===== src/rtl/cdtv_sub_pkg.sv =====
// Shared types and default constants for the CDTV drive-side subcode serializer.
`timescale 1ns/1ps
package cdtv_sub_pkg;

  typedef enum logic [1:0] {
    IDLE  = 2'd0,
    SYNC  = 2'd1,
    SHIFT = 2'd2,
    DONE  = 2'd3
  } sub_state_t;

  localparam int SUB_BITS      = 8;
  localparam int FRAME_DIV_DEF = 483;
  localparam int BLOCK_LEN_DEF = 98;
  localparam int EFFK_W_DEF    = 4;

endpackage


===== src/rtl/cd_subcode_tx_scck_edge_sync.sv =====
// Brings the host SCCK into the CCK domain and emits a one-cycle strobe per rising edge.
`timescale 1ns/1ps
module scck_edge_sync (
  input  logic i_clk,
  input  logic i_rst,
  input  logic i_async,
  output logic o_rise
);

  logic [2:0] r_sync;

  always_ff @(posedge i_clk) begin
    if (i_rst) r_sync <= 3'b000;
    else       r_sync <= {r_sync[1:0], i_async};
  end

  // bits [1:0] are the metastability pair; bit 2 is only the edge-detect history
  assign o_rise = r_sync[1] & ~r_sync[2];

endmodule


===== src/rtl/cd_subcode_tx.sv =====
// Drive-side subcode serializer: EFFK/SCOR frame sync plus one P..W byte shifted out per frame on SBCP.
// Optional SUBCODE_ERRCNT_EN adds saturating UNDERRUN_CNT/OVERRUN_CNT outputs.
`timescale 1ns/1ps
module cd_subcode_tx
  import cdtv_sub_pkg::*;
#(
  parameter int FRAME_DIV = FRAME_DIV_DEF,
  parameter int EFFK_W    = EFFK_W_DEF,
  parameter int BLOCK_LEN = BLOCK_LEN_DEF
) (
  input  logic       CCK,
  input  logic       RST,
  input  logic       SCCK,
  input  logic [7:0] SUB_DATA,
  input  logic       SUB_SYNC,
  input  logic       SUB_VALID,
  output logic       SUB_READY,
  output logic       EFFK,
  output logic       SCOR,
  output logic       SBCP,
  output logic       UNDERRUN,
  output logic       OVERRUN,
  input  logic       CLR_ERR
`ifdef SUBCODE_ERRCNT_EN
  ,
  output logic [7:0] UNDERRUN_CNT,
  output logic [7:0] OVERRUN_CNT
`endif
);

  localparam int FT_W  = $clog2(FRAME_DIV);
  localparam int BLK_W = $clog2(BLOCK_LEN);
  localparam int BIT_W = $clog2(SUB_BITS);

  logic [FT_W-1:0]  r_frame_cnt;
  logic             w_frame_start;
  logic             w_scck_rise;
  logic             r_rdy_en;
  logic             r_hold_full;
  logic [7:0]       r_hold_data;
  logic             r_hold_sync;
  sub_state_t       r_state;
  logic [3:0]       r_pulse_cnt;
  logic [BIT_W-1:0] r_bit_cnt;
  logic [7:0]       r_shift;
  logic [BLK_W-1:0] r_blk_cnt;
  logic             r_underrun;
  logic             r_overrun;
  logic             w_accept;
  logic             w_load;
  logic             w_under_ev;
  logic             w_over_ev;

  scck_edge_sync u_scck_sync (
    .i_clk   (CCK),
    .i_rst   (RST),
    .i_async (SCCK),
    .o_rise  (w_scck_rise)
  );

  // frame timer: frame_start fires as the count rolls back to 0
  assign w_frame_start = (r_frame_cnt == FT_W'(FRAME_DIV - 1));

  always_ff @(posedge CCK) begin
    if (RST)                r_frame_cnt <= '0;
    else if (w_frame_start) r_frame_cnt <= '0;
    else                    r_frame_cnt <= r_frame_cnt + FT_W'(1);
  end

  assign SUB_READY  = r_rdy_en & (~r_hold_full | w_frame_start);
  assign w_accept   = SUB_VALID & SUB_READY;
  assign w_load     = w_frame_start & (r_state != SYNC);
  assign w_under_ev = w_load & ~r_hold_full;
  assign w_over_ev  = w_frame_start & (r_state == SHIFT);

  always_ff @(posedge CCK) begin
    if (RST) begin
      r_rdy_en    <= 1'b0;
      r_hold_full <= 1'b0;
    end else begin
      r_rdy_en <= 1'b1;
      if (w_accept)           r_hold_full <= 1'b1;
      else if (w_frame_start) r_hold_full <= 1'b0;
    end
  end

  always_ff @(posedge CCK) begin
    if (w_accept) begin
      r_hold_data <= SUB_DATA;
      r_hold_sync <= SUB_SYNC;
    end
  end

  always_ff @(posedge CCK) begin
    if (RST) begin
      r_state     <= IDLE;
      r_pulse_cnt <= '0;
      r_bit_cnt   <= '0;
      r_blk_cnt   <= '0;
    end else if (w_load) begin
      r_state     <= SYNC;
      r_pulse_cnt <= '0;
      r_bit_cnt   <= '0;
      if (r_hold_full & r_hold_sync)               r_blk_cnt <= '0;
      else if (r_blk_cnt == BLK_W'(BLOCK_LEN - 1)) r_blk_cnt <= '0;
      else                                         r_blk_cnt <= r_blk_cnt + BLK_W'(1);
    end else begin
      case (r_state)
        SYNC: begin
          if (r_pulse_cnt == 4'(EFFK_W - 1)) r_state <= SHIFT;
          else                               r_pulse_cnt <= r_pulse_cnt + 4'd1;
        end
        SHIFT: begin
          if (w_scck_rise) begin
            r_bit_cnt <= r_bit_cnt + BIT_W'(1);
            if (r_bit_cnt == BIT_W'(SUB_BITS - 1)) r_state <= DONE;
          end
        end
        default: ;
      endcase
    end
  end

  // an empty hold register sends a zero byte rather than stale data
  always_ff @(posedge CCK) begin
    if (w_load)                              r_shift <= r_hold_full ? r_hold_data : 8'h00;
    else if (r_state == SHIFT && w_scck_rise) r_shift <= {r_shift[6:0], 1'b0};
  end

  always_ff @(posedge CCK) begin
    if (RST) begin
      r_underrun <= 1'b0;
      r_overrun  <= 1'b0;
    end else begin
      if (w_under_ev)   r_underrun <= 1'b1;
      else if (CLR_ERR) r_underrun <= 1'b0;
      if (w_over_ev)    r_overrun  <= 1'b1;
      else if (CLR_ERR) r_overrun  <= 1'b0;
    end
  end

  assign EFFK     = (r_state == SYNC);
  assign SCOR     = (r_state == SYNC) & (r_blk_cnt == '0);
  assign SBCP     = ((r_state == SYNC) | (r_state == SHIFT)) & r_shift[7];
  assign UNDERRUN = r_underrun;
  assign OVERRUN  = r_overrun;

`ifdef SUBCODE_ERRCNT_EN
  function automatic logic [7:0] sat_inc(input logic [7:0] v);
    return (v == 8'hFF) ? v : v + 8'd1;
  endfunction

  logic [7:0] r_ucnt;
  logic [7:0] r_ocnt;

  // a clear coinciding with an event restarts the count at that event
  always_ff @(posedge CCK) begin
    if (RST) begin
      r_ucnt <= 8'h00;
      r_ocnt <= 8'h00;
    end else begin
      if (w_under_ev)   r_ucnt <= CLR_ERR ? 8'd1 : sat_inc(r_ucnt);
      else if (CLR_ERR) r_ucnt <= 8'h00;
      if (w_over_ev)    r_ocnt <= CLR_ERR ? 8'd1 : sat_inc(r_ocnt);
      else if (CLR_ERR) r_ocnt <= 8'h00;
    end
  end

  assign UNDERRUN_CNT = r_ucnt;
  assign OVERRUN_CNT  = r_ocnt;
`endif

endmodule


===== config.mk =====
export PLATFORM = sky130hd
export DESIGN_NAME = cd_subcode_tx
export DESIGN_NICKNAME = d
export VERILOG_FILES = /design/src/rtl/cdtv_sub_pkg.sv /design/src/rtl/cd_subcode_tx_scck_edge_sync.sv /design/src/rtl/cd_subcode_tx.sv
export SDC_FILE = /design/constraint.sdc
export NUM_CORES = 1
export LEC_CHECK = 0
export BUFFER_PORTS_ARGS = -buffer_cell sky130_fd_sc_hd__buf_2
export CORE_MARGIN = 2
export CORE_UTILIZATION = 62
export CTS_CLUSTER_DIAMETER = 80
export DETAILED_ROUTE_END_ITERATION = 10
export GPL_TIMING_DRIVEN = 0
export PLACE_DENSITY = 0.88
export SETUP_SLACK_MARGIN = 0.15
export SLEW_MARGIN = 20
export SYNTH_ARGS = -nofsm -noshare
export SYNTH_HDL_FRONTEND = slang
export SYNTH_HIERARCHICAL = 1
export SYNTH_SLANG_ARGS = --single-unit

===== constraint.sdc =====
create_clock -name CCK -period 5.08 [get_ports CCK]
set_clock_uncertainty 0.05 [all_clocks]
set_input_delay 1.016 -clock CCK [delete_from_list [all_inputs] [get_ports CCK]]
set_output_delay 1.016 -clock CCK [all_outputs]
set_load 0.05 [all_outputs]

---- After elaboration in Yosys (flattened, before gate mapping) ----
Cells that the tools add are included.
word-level totals
  bits of input ports ..................... 14
  output and inout bits ................... 6
  flip-flop bits (word level) ............. 49
cells by class
  eq/ne operators ......................... 13
  add/sub/neg operators ................... 4
  bitwise operators ....................... 14
  reduce and logical (&&, ||, !) cells .... 14
  muxes and demuxes ....................... 16
operator list
  cell                                                                    count
  8-bit 2-to-1 mux                                                        3
  7-bit 2-to-1 mux                                                        2
  2-bit nonzero test                                                      5
  9-bit by 1-bit adder with 9-bit output (second input constant)          1
  1-bit bitwise AND                                                       9
  9-bit equality test (second input constant)                             1
  4-bit AND reduction                                                     2
  7-bit by 1-bit adder with 7-bit output (second input constant)          1
  7-bit equality test (second input constant)                             1
  7-bit zero test                                                         1
  1-bit 2-to-1 mux                                                        7
  2-bit 2-to-1 mux                                                        3
  2-bit by 1-bit != test with 1-bit output (second input constant)        3
  4-bit by 1-bit adder with 4-bit output (second input constant)          1
  4-bit by 2-bit equality test with 1-bit output (second input constant)  1
  2-bit case mux with 2 select lines                                      1
  2-bit AND reduction                                                     2
  2-bit OR reduction                                                      2
  3-bit by 1-bit adder with 3-bit output (second input constant)          1
  3-bit equality test (second input constant)                             1
  3-bit by 1-bit != test with 1-bit output (second input constant)        1
  3-bit by 2-bit != test with 1-bit output (second input constant)        1
  3-bit != test (second input constant)                                   1
  1-bit NOT                                                               3
  6 further kinds                                                         7

---- Logic depth before layout (Yosys ltp) ----
  depth after elaboration ................. 5
  mapped depth ............................ 7

---- Hierarchy ----
Netlist, hierarchy kept.
modules (own cells, without submodules)
  module          times used  area each (um^2)  cells each  seq. area each (um^2)
  cd_subcode_tx   1           2077.0            210         1091.0
  scck_edge_sync  1           87.6              7           60.1

---- Least setup slack after synthesis ----
Ideal clock, no wire load.
  path type ............................... register to output
  from .................................... register r_state[1]
  to ...................................... output SCOR
  path slack .............................. 2463 ps
  data arrival time ....................... 1551 ps
  stages on the path, launching flop included .. 4
  buffers on the path ..................... 0
  cell sequence ........................... dfxtp_1 inv_1 ha_1 and4_1
on the way
  longest elaborated chain between the ends .. 2
RTL lines
  element                                         line                  RTL
  start: declaration                              cd_subcode_tx.sv:42   sub_state_t r_state;
  start signal: assignment                        cd_subcode_tx.sv:96   r_state <= IDLE;
  start signal: assignment                        cd_subcode_tx.sv:101  r_state <= SYNC;
  start signal: assignment                        cd_subcode_tx.sv:110  if (r_pulse_cnt == 4'(EFFK_W - 1)) r_state <= SHIFT;
  2-bit by 1-bit equality test with 1-bit output  -
  via EFFK                                        cd_subcode_tx.sv:18   output logic EFFK,
  1-bit bitwise AND                               cd_subcode_tx.sv:143  assign SCOR = (r_state == SYNC) & (r_blk_cnt == '0);
  end: declaration                                cd_subcode_tx.sv:19   output logic SCOR,
The timed path passes the listed nets, and every way through them passes these cells.

---- Worst setup path after layout ----
  from .................................... register r_frame_cnt[0]
  to ...................................... output SUB_READY
on the way
  longest elaborated chain between the ends .. 3
RTL lines
  element                   line                 RTL
  start: declaration        cd_subcode_tx.sv:35  logic [FT_W-1:0] r_frame_cnt;
  start signal: assignment  cd_subcode_tx.sv:67  else r_frame_cnt <= r_frame_cnt + FT_W'(1);
  9-bit equality test       cd_subcode_tx.sv:62  assign w_frame_start = (r_frame_cnt == FT_W'(FRAME_DIV - 1));
  1-bit OR                  cd_subcode_tx.sv:70  assign SUB_READY = r_rdy_en & (~r_hold_full | w_frame_start);
  1-bit bitwise AND         cd_subcode_tx.sv:70
  end: declaration          cd_subcode_tx.sv:17  output logic SUB_READY,
Every way passes these cells.

==> results.md <==
* Post-synth EDFFs at 17
* Post-synthesis register bit count at 49
* Maximum fanout along the worst path at 5
* Crit path from: r_frame_cnt[0]
* Vias post-DR at 1,582
* Fmax at 328 MHz
* Post-synthesis adder-cell area fraction at 6.36%
* Hold_ws at 393 ps
* Area delta synth->final at 9.77%
* IO Count at 20
* Drt via density at 5.46
* Syn Area/Cell at 9.98 um^2
* XOR/XNOR Fraction of Synth Area at 4.45%
* Post-CTS Repair Setup Buffers at 0
* Hold_buf cts at 0
* HPWL after DPL at 2710 um
* DR WL met2 at 1880 um
* Largest net degree at the start of global routing at 17
* Vias in the first global route at 1,492
* DP Area at 2320 um^2
* Top Metal Used: met4
* Port buffer count at 19
* Hold crit path type: reg2reg
* Starting DRT DRC Count at 94
* Detailed Routing Iterations Pass 1 at 5
* Multi-input logic area at 926 um^2
* P_leak at 0.929 nW
* Post-CTS Resized at 0
* Yosys warnings at 6
* Fraction of layout cells with a size suffix above 1 at 15.6%
* Initial antenna violation count at 0
* Mux cell area share after synthesis at 1.04%
* Post-Syn Area at 2160 um^2
* FP Rows at 21
* Synth top area share at 29.6%
* Congestion Overflow GR at 0
* Power Dens Cells at 265 nW/um^2
* Tmin final at 3050 ps
* Setup ws final at 2030 ps
* Slew Viols, Final at 0
* ANT nets after route at 0
* Most common cell after layout, fill and taps aside: dfxtp_1
* H-tree Lvls at 2
* Sequential area share after synthesis at 53.2%
* Clock Sinks at 49
* RSZ-0062 raised after global routing: no
* Worst-margin pin slew at 844 ps
* Synth Instances at 217
* Worst min-delay path startpoint: u_scck_sync/r_sync[0]
* Clock Latency Late Sink at 370 ps
* Die Y at 63.1 um
* Synth cell types at 36
* Net count reported at finish at 268
* WL met3 at 160 um
* RR Startpoint: r_frame_cnt[0]
* Pre-CTS setup slack at 2430 ps
* Synth Area in Compound Gates at 9.65%
* Synth area leader: dfxtp_1
* Crit end category: primary output
* Most used DFF post-synth: dfxtp_1
* M1 WL at 1690 um
* Drt total wl at 3770 um
* Number of antenna diodes at 0
* Final Instance Area at 2380 um^2
* Final Core Density at 71.2%
* WL/cell at 13.0 um
* Die width at 63.1 um
* Status: completed
* Rel. slew slack at 43.8%
* Fill count at 265
* Gr usage total at 20.8%
* Setup Viol. Count Final at 0
* Synth area leaders: dfxtp_1 30%, edfxtp_1 24%, ha_1 6.4%
* CTS clk-pin slew, worst paths at 140 ps
* Core footprint at 3340 um^2
* FF+latch area at 1150 um^2
* Commonest non-fill, non-tap cells in the layout: 32 x dfxtp_1, 22 x nor2_1, 21 x nand3_1
* Max_cap viols at 0
* Initial Util at 64.9%
* Worst setup SP type: register
* VDD IR max at 0.164 mV
* FFs w/ async S/R, synth at 0%
* Num CTS Buffers at 5
* Crit path kind: reg2out
* Setup TNS at 0 ps
* Largest family of logic cells by synthesized area: simple AND/OR/NAND/NOR gates
* Max clock buf depth at 2
* Simple-gate share of the synthesized area at 21.3%
* CTS tree: done
* Die ar. at 3980 um^2
* WP data arrival at 1990 ps
* Detailed-route DRC error count at 0
* WP data required at 4010 ps
* Post-synth net total at 242
* Root Driver: clkbuf_4
* Final hold vios at 0
* Part of the cycle the worst path needs at 60.1%
* Global-route wire length before repair at 6400 um
* Routability cong. at 0.856
[final timing paths]
path	depth (start not counted)	end	slack [ps]
hold / removal	1	u_scck_sync/r_sync[1]	390
setup / recovery	7	SUB_READY	2030
setup reg to reg	5	r_hold_data[6]	2860
hold reg to reg	1	u_scck_sync/r_sync[1]	390
[critical path: stages (launching register included)]
cell and delay, ps:
dfxtp_1 370, inv_1 70, ha_1 170, nand3b_1 120
or3_1 400, nand2_1 100, and2_1 140, buf_2 260
[power by group]
part / internal (mW) / leakage (nW) / switching [mW]
combinational: 0.0113 / 0.484 / 0.0187
sequential: 0.412 / 0.413 / 0.00481
clock: 0.0550 / 0.0316 / 0.128
total: 0.479 / 0.929 / 0.152
[sequential cells by signal, indices dropped and copies added, names as in the netlist]
| name | count |
|---|---|
| r_hold_full | 1 |
| OVERRUN | 1 |
| r_hold_data | 8 |
| r_bit_cnt | 3 |
| UNDERRUN | 1 |
| r_rdy_en | 1 |
| r_pulse_cnt | 4 |
| r_state | 2 |
| r_shift | 8 |
| r_frame_cnt | 9 |
| r_hold_sync | 1 |
| r_blk_cnt | 7 |
| u_scck_sync/r_sync | 3 |
[Yosys cell counts (2+ instances only)]
cell       number
clkbuf_1        3
inv_1          16
xnor2_1         4
o22ai_1         3
nand3_1        21
nor2b_1         4
nor3_1          4
nand4_1         2
or3_1           3
a21oi_1        13
o2bb2ai_2       2
nor2_1         22
and3_1          3
a22o_1          2
nor4_1          2
edfxtp_1       17
nand2b_1        4
xor2_1          7
ha_1           11
or2_4           2
o21ai_0         7
nand2_1        19
dfxtp_1        32
a21o_1          2
[final cells by class]
type,count,area share (%)
Timing Repair Buffer,19,4.00
Multi-Input combinational cell,147,39.0
Clock inverter,3,0.895
Buffer,5,1.16
Inverter,16,2.53
Sequential cell,49,48.4
Clock buffer,5,1.58
Tap cell,46,2.42
[metrics by stage]
step | total power [mW] | instances
2_1_floorplan | 0.444 | 217
3_3_place_gp | 0.455 | 282
3_5_place_dp | 0.456 | 282
4_1_cts | 0.635 | 290
5_1_grt | 0.651 | 290
6_report | 0.630 | 290
[metal layers]
layer | global-route usage (%) | vias to the layer above
met5 | 0 | -
met4 | 8.61 | 0
met3 | 5.54 | 6
met2 | 35.0 | 36
met1 | 25.4 | 736
li1 | - | 804
[kinds of logic after synthesis]
logic type | after synthesis
simple gates | 92
xor+xnor | 11
fa+ha+maj | 11
flops | 49
mux | 1
compound gates | 32
buf+inv | 21
(Power assumes the default switching activity.)
